<file path="src/rtl/image_stage_sequencer_if.sv">
// Stage-side and SRAM-side buses of image_stage_sequencer.
// master = sequencer, slave = stages plus frame SRAM.
interface image_stage_sequencer_if #(
    parameter int unsigned NUM_STAGES = 4
);
    logic [NUM_STAGES-1:0]    stage_done;
    logic [NUM_STAGES-1:0]    stage_wren;
    logic [18*NUM_STAGES-1:0] stage_address;
    logic [32*NUM_STAGES-1:0] stage_data_write;
    logic [NUM_STAGES-1:0]    stage_enable;
    logic                     sram_wren;
    logic [17:0]              sram_address;
    logic [31:0]              sram_data_write;

    modport master (
        input  stage_done, stage_wren, stage_address, stage_data_write,
        output stage_enable, sram_wren, sram_address, sram_data_write
    );

    modport slave (
        output stage_done, stage_wren, stage_address, stage_data_write,
        input  stage_enable, sram_wren, sram_address, sram_data_write
    );
endinterface

</file>
<file path="src/rtl/image_stage_sequencer.sv">
// Runs the selected image stages one at a time in index order on the shared frame SRAM.
// Optional per-stage watchdog is built when STAGE_WATCHDOG_EN is defined.
module image_stage_sequencer #(
    parameter int unsigned NUM_STAGES      = 4,
    parameter int unsigned WATCHDOG_CYCLES = 16000000
) (
    input  logic                    clk,
    input  logic                    reset_n,
    input  logic                    pause,
    input  logic                    start,
    input  logic [NUM_STAGES-1:0]   stage_mask,
    image_stage_sequencer_if.master bus,
    output logic                    busy,
    output logic                    all_done,
    output logic [2:0]              current_stage,
    output logic [NUM_STAGES-1:0]   stage_timeout
);

    typedef enum logic [2:0] {
        IDLE,
        SELECT,
        RUN,
        RELEASE,
        DONE
    } state_t;

    state_t                state_q, state_d;
    logic [NUM_STAGES-1:0] mask_q, mask_d;
    logic [3:0]            ptr_q, ptr_d;
    logic [2:0]            cur_q, cur_d;

    logic                  found;
    logic [2:0]            found_idx;
    logic                  cur_done;
    logic                  cur_wren;
    logic [17:0]           cur_addr;
    logic [31:0]           cur_data;
    logic                  expire;

    // Lowest latched stage at or above the search pointer.
    always_comb begin
        found     = 1'b0;
        found_idx = '0;
        for (int unsigned i = 0; i < NUM_STAGES; i++) begin
            if (!found && (i >= 32'(ptr_q)) && mask_q[i]) begin
                found     = 1'b1;
                found_idx = 3'(i);
            end
        end
    end

    always_comb begin
        cur_done = 1'b0;
        cur_wren = 1'b0;
        cur_addr = '0;
        cur_data = '0;
        for (int unsigned i = 0; i < NUM_STAGES; i++) begin
            if (32'(cur_q) == i) begin
                cur_done = bus.stage_done[i];
                cur_wren = bus.stage_wren[i];
                cur_addr = bus.stage_address[18*i +: 18];
                cur_data = bus.stage_data_write[32*i +: 32];
            end
        end
    end

    always_comb begin
        state_d = state_q;
        mask_d  = mask_q;
        ptr_d   = ptr_q;
        cur_d   = cur_q;
        if (!pause) begin
            unique case (state_q)
                IDLE: begin
                    if (start) begin
                        mask_d  = stage_mask;
                        ptr_d   = '0;
                        state_d = SELECT;
                    end
                end
                SELECT: begin
                    if (found) begin
                        cur_d   = found_idx;
                        state_d = RUN;
                    end else begin
                        state_d = DONE;
                    end
                end
                RUN: begin
                    if (cur_done || expire) begin
                        state_d = RELEASE;
                    end
                end
                RELEASE: begin
                    ptr_d   = 4'(cur_q) + 4'd1;
                    state_d = SELECT;
                end
                DONE:    state_d = IDLE;
                default: state_d = IDLE;
            endcase
        end
    end

    always_ff @(posedge clk) begin
        if (!reset_n) begin
            state_q <= IDLE;
            mask_q  <= '0;
            ptr_q   <= '0;
            cur_q   <= '0;
        end else begin
            state_q <= state_d;
            mask_q  <= mask_d;
            ptr_q   <= ptr_d;
            cur_q   <= cur_d;
        end
    end

    // SRAM port follows the running stage with no added latency; writes are masked while frozen.
    always_comb begin
        bus.stage_enable    = '0;
        bus.sram_wren       = 1'b0;
        bus.sram_address    = '0;
        bus.sram_data_write = '0;
        for (int unsigned i = 0; i < NUM_STAGES; i++) begin
            bus.stage_enable[i] = (state_q == RUN) && (32'(cur_q) == i);
        end
        if (state_q == RUN) begin
            bus.sram_wren       = cur_wren & ~pause;
            bus.sram_address    = cur_addr;
            bus.sram_data_write = cur_data;
        end
    end

    assign busy          = (state_q != IDLE);
    assign all_done      = (state_q == DONE);
    assign current_stage = cur_q;

`ifdef STAGE_WATCHDOG_EN
    logic [31:0]           wd_q, wd_d;
    logic [NUM_STAGES-1:0] to_q, to_d;

    assign expire = (wd_q == 32'(WATCHDOG_CYCLES - 1));

    // A done seen on the expiry cycle takes precedence, so no flag is raised then.
    always_comb begin
        wd_d = wd_q;
        to_d = to_q;
        if (!pause) begin
            if ((state_q == IDLE) && start) begin
                to_d = '0;
            end
            if (state_q == SELECT) begin
                wd_d = '0;
            end else if (state_q == RUN) begin
                wd_d = wd_q + 32'd1;
                if (!cur_done && expire) begin
                    for (int unsigned i = 0; i < NUM_STAGES; i++) begin
                        if (32'(cur_q) == i) begin
                            to_d[i] = 1'b1;
                        end
                    end
                end
            end
        end
    end

    always_ff @(posedge clk) begin
        if (!reset_n) begin
            wd_q <= '0;
            to_q <= '0;
        end else begin
            wd_q <= wd_d;
            to_q <= to_d;
        end
    end

    assign stage_timeout = to_q;
`else
    assign expire        = 1'b0;
    assign stage_timeout = '0;

    // Watchdog limit has no effect in this build.
    if (WATCHDOG_CYCLES == 0) begin : g_wd_limit_unused
    end
`endif

endmodule

</file>
<file path="src/flat_wrapper.sv">
// flat-port wrapper written by rule: the top's interface ports become plain ports
module image_stage_sequencer_flat 
#(
    parameter int unsigned NUM_STAGES      = 4,
    parameter int unsigned WATCHDOG_CYCLES = 16000000
)
  (clk, reset_n, pause, start, stage_mask, busy, all_done, current_stage, stage_timeout, bus_stage_done, bus_stage_wren, bus_stage_address, bus_stage_data_write, bus_stage_enable, bus_sram_wren, bus_sram_address, bus_sram_data_write);
  image_stage_sequencer_if #(.NUM_STAGES(NUM_STAGES)) bus_i ();
  input  logic clk;
  input  logic reset_n;
  input  logic pause;
  input  logic start;
  input  logic [NUM_STAGES-1:0] stage_mask;
  output logic busy;
  output logic all_done;
  output logic [2:0] current_stage;
  output logic [NUM_STAGES-1:0] stage_timeout;
  input wire logic [$bits(bus_i.stage_done)-1:0] bus_stage_done;
  input wire logic [$bits(bus_i.stage_wren)-1:0] bus_stage_wren;
  input wire logic [$bits(bus_i.stage_address)-1:0] bus_stage_address;
  input wire logic [$bits(bus_i.stage_data_write)-1:0] bus_stage_data_write;
  output wire logic [$bits(bus_i.stage_enable)-1:0] bus_stage_enable;
  output wire logic [$bits(bus_i.sram_wren)-1:0] bus_sram_wren;
  output wire logic [$bits(bus_i.sram_address)-1:0] bus_sram_address;
  output wire logic [$bits(bus_i.sram_data_write)-1:0] bus_sram_data_write;
  assign bus_i.stage_done = bus_stage_done;
  assign bus_i.stage_wren = bus_stage_wren;
  assign bus_i.stage_address = bus_stage_address;
  assign bus_i.stage_data_write = bus_stage_data_write;
  assign bus_stage_enable = bus_i.stage_enable;
  assign bus_sram_wren = bus_i.sram_wren;
  assign bus_sram_address = bus_i.sram_address;
  assign bus_sram_data_write = bus_i.sram_data_write;
  image_stage_sequencer #(.NUM_STAGES(NUM_STAGES), .WATCHDOG_CYCLES(WATCHDOG_CYCLES)) u_core (.clk(clk), .reset_n(reset_n), .pause(pause), .start(start), .stage_mask(stage_mask), .bus(bus_i), .busy(busy), .all_done(all_done), .current_stage(current_stage), .stage_timeout(stage_timeout));
endmodule
</file>
<file path="config.mk">
export PLATFORM = sky130hd
export DESIGN_NAME = image_stage_sequencer_flat
export DESIGN_NICKNAME = d
export VERILOG_FILES = /design/src/rtl/image_stage_sequencer_if.sv /design/src/rtl/image_stage_sequencer.sv /design/src/flat_wrapper.sv
export SDC_FILE = /design/constraint.sdc
export NUM_CORES = 1
export LEC_CHECK = 0
export CORE_AREA = 3 3 108 110
export DETAILED_ROUTE_END_ITERATION = 8
export DIE_AREA = 0 0 111 113
export PLACE_DENSITY = 0.74
export SYNTH_ARGS = -nofsm -noshare
export SYNTH_HDL_FRONTEND = slang
export SYNTH_SLANG_ARGS = --single-unit
export TNS_END_PERCENT = 20
</file>
<file path="constraint.sdc">
create_clock -name clk -period 1.8 [get_ports clk]
set_clock_uncertainty 0.15 [all_clocks]
set_input_delay 0.18 -clock clk [delete_from_list [all_inputs] [get_ports clk]]
set_output_delay 0.18 -clock clk [all_outputs]
set_load 0.01 [all_outputs]
</file>
==> summary.md <==
| Metric | Value |
|---|---|
| Crit end category | `primary output` |
| Cells after Synth | `389` |
| Final worst path period share | `123%` |
| Power Density | `242 nW/um^2` |
| Area Growth Syn to Fin | `122%` |
| CORE AREA | `10,800 um^2` |
| Prevailing post-synth register cell | `dfxtp_1` |
| Max VDD drop | `0.281 mV` |
| Hold_buf cts | `0` |
| Routed WL per cell | `18.3 um` |
| Outcome | `finished with violations` |
| R2r endpoint | `u_core.state_q[0]` |
| Hold WC Path Type | `register to register` |
| Largest family of logic cells by synthesized area | `compound AO/OA/AOI/OAI gates` |
| Initial antenna violation count | `0` |
| Clock share of power | `20.5%` |
| Worst-skew pair later-pin latency | `0.25 ns` |
| Logic gate share of total power | `60.1%` |
| Commonest non-fill, non-tap cell in the layout | `clkdlybuf4s50_1` |
| Ranking of synthesized cells by area | `and3b_1 17%, a22o_1 16%, o21ai_0 10%` |
| Mux share of post-synthesis cell area | `1.85%` |
| Part of the Yosys area used for sequential elements | `8.89%` |
| Number of global-route vias before repair | `4,053` |
| Multi-input gate area | `2320 um^2` |
| Initial DRC Count | `268` |
| Sw frac | `26.9%` |
| ANT cells | `0` |
| CTS tree | `yes` |
| Post-route ant nets | `0` |
| Grt total ovfl | `0` |
| CP required | `1.47 ns` |
| Area leader, netlist | `and3b_1` |
| Clock input transition at the sequential cells of the worst setup and hold paths | `0.06 ns` |
| Async SR Flop Fraction | `0%` |
| Post-Syn Area | `2700 um^2` |
| Switch Pwr | `391 uW` |
| Die height | `113 um` |
| Failing checks | `negative setup slack` |
| Distinct cells, synth | `41` |
| XOR/XNOR share of the synthesized area | `0%` |
| Vias | `4,032` |
| RSZ-0062 raised after global routing | `true` |
| Crit path time final | `2.21 ns` |
| Worst setup path endpoint | `bus_sram_data_write[28]` |
| WP data arrival | `1.88 ns` |
| Final hold vios | `0` |
| CTS sink cnt | `12` |
| Worst-Margin Slew | `0.500 ns` |
| CTS buffer count | `3` |
| Die Area | `12,500 um^2` |
| Crit-path max FO | `7` |
| Total track usage | `21.9%` |
| Initial core utilization | `25.0%` |
| Maxcap violations | `0` |
| Worst R2R Setup Slack | `-0.02 ns` |
| Layout Nets | `901` |
| H-tree depth reported by CTS | `1` |
| Final hold slack | `0.380 ns` |
| Post-Layout Cell Count | `820` |
| Post-DP HPWL | `11,500 um` |
| Synth Area in Adders | `1.85%` |
| Startpoint Class | `register` |
| Placed cell count | `797` |
| Root Buffer | `clkbuf_8` |
| Max Clock Freq | `0.453 GHz` |
| Global-route wire length before repair | `22,500 um` |
| Clock Tree Buf Depth | `2` |
| Post-route setup slack | `-0.408 ns` |
| Proportion of layout cells with a drive suffix above 1 | `25.4%` |
| Final setup viols | `53` |
| Internal cell power | `1.06 mW` |
| Ports | `280` |
| Sequential cell area | `245 um^2` |
| GP Congestion | `0.902` |
| Crit path launch | `u_core.current_stage[1]` |
| Yosys reg bits | `12` |
| Top cell type's share of synthesized area | `16.5%` |
| LEAKAGE | `2.47 nW` |
| FILL cells | `1,019` |
| Buffers added on ports | `274` |
| Final slew viol count | `0` |
| Largest net degree at the start of global routing | `45` |
| Avg Vias per Cell | `4.92` |
| Rel. slew slack | `66.5%` |
| Rows | `38` |
| Avg Cell Area, Syn | `6.94 um^2` |
| EDFF count, synth | `0` |
| Most frequent cells in the layout | `217 x clkdlybuf4s50_1, 55 x nand2_1, 51 x and3b_1` |
| Critical path type | `register to primary output` |
| DR pass1 iterations | `4` |
| Yosys warnings | `0` |
| Die Width | `111 um` |
| R2R cell count | `8` |
| R2R Path Start | `u_core.current_stage[1]` |
| Part of the power in registers | `19.4%` |
| Residual DRC | `0` |
| Simple-Gate Fraction of Synth Area | `32.2%` |
| Compound-Gate Fraction of Synth Area | `40.9%` |
| Drt total wl | `15,000 um` |
==> Yosys cell counts (3+ instances only) <==
library cell	instances
and3b_1	51
ha_1	4
nor2b_1	9
buf_2	4
buf_6	3
buf_12	6
clkbuf_1	18
nand3_1	4
o21ai_0	56
nor3b_1	3
a22o_1	50
a21oi_1	55
and2_2	3
nand2_1	56
buf_4	15
inv_1	6
dfxtp_1	12
mux2i_1	5
==> area by class of cell <==
type / count / area share, %
Multi-Input combinational cell: 328 / 38.7
Sequential cell: 12 / 4.08
Clock buffer: 4 / 0.916
Timing Repair Buffer: 330 / 52.9
Tap cell: 140 / 2.92
Inverter: 6 / 0.458
==> worst max-delay path, stage by stage, from the launching register on <==
cell and delay [ns]:
dfxtp_2 0.36, inv_4 0.06, ha_4 0.17, buf_6 0.13
buf_12 0.13, buf_6 0.11, buf_4 0.14, a21oi_2 0.11
o21ai_1 0.07, a22o_1 0.20, buf_2 0.14
==> worst min path at each step <==
stage	startpoint	end	slack [ns]	cells after the start
2_1_floorplan	pause	u_core.state_q[2]	0.17	2
3_3_place_gp	u_core.ptr_q[2]	u_core.ptr_q[2]	0.34	2
3_5_place_dp	u_core.ptr_q[2]	u_core.ptr_q[2]	0.36	2
4_1_cts	u_core.ptr_q[2]	u_core.ptr_q[2]	0.38	2
5_1_grt	stage_mask[3]	u_core.mask_q[3]	0.39	3
6_report	u_core.ptr_q[2]	u_core.ptr_q[2]	0.38	2
==> logic make-up after synthesis <==
logic type	after synthesis
AOI/OAI and AO/OA	176
buffers and inverters	53
and+or+nand+nor	138
other	1
adders and majority gates	4
DFF	12
muxes	5
==> flip-flops by register name, summed over array words and instances (netlist names) <==
signal / count
u_core.state_q: 3
u_core.current_stage: 2
u_core.mask_q: 4
u_core.ptr_q: 3
==> power by group through the flow <==
stage	clock network (mW)	logic (mW)	registers, mW
floorplan	0	0.247	0.286
global placement	0	0.805	0.285
detailed placement	0	0.815	0.286
CTS	0.302	0.847	0.281
global route	0.321	0.936	0.282
finish	0.298	0.874	0.282
==> routing by layer <==
layer | up-vias | share of wire [%] | track usage [%]
met1 | 1833 | 40 | 26.9
met2 | 161 | 53 | 41.3
met3 | 17 | 5.6 | 3.37
li1 | 2021 | - | -
met4 | 0 | 1.2 | 2.96
met5 | - | 0 | 0
==> per-stage QoR <==
stage	TNS [ns]	power, mW	utilization [%]	worst slack [ns]	area (um^2)
after floorplan	0	0.533	-	0.0228	2740
after CTS	-18.97	1.43	55.2	-0.476	5950
final	-14.69	1.45	55.7	-0.408	6010
after global routing	-19.06	1.54	55.7	-0.476	6010
after global placement	-21.72	1.09	52.9	-0.503	5710
after detailed placement	-22.45	1.10	52.9	-0.488	5710
==> repair_timing <==
item / 4_1_cts / 5_1_grt
hold endpoints to repair: 0 / 0
setup endpoints to repair: 58 / 57
setup buffers: 13 / 5
gates resized for setup: 261 / 80
cloned: 4 / 0
pin swaps: 13 / 16
No activity file was read; power rests on OpenSTA's default activity.
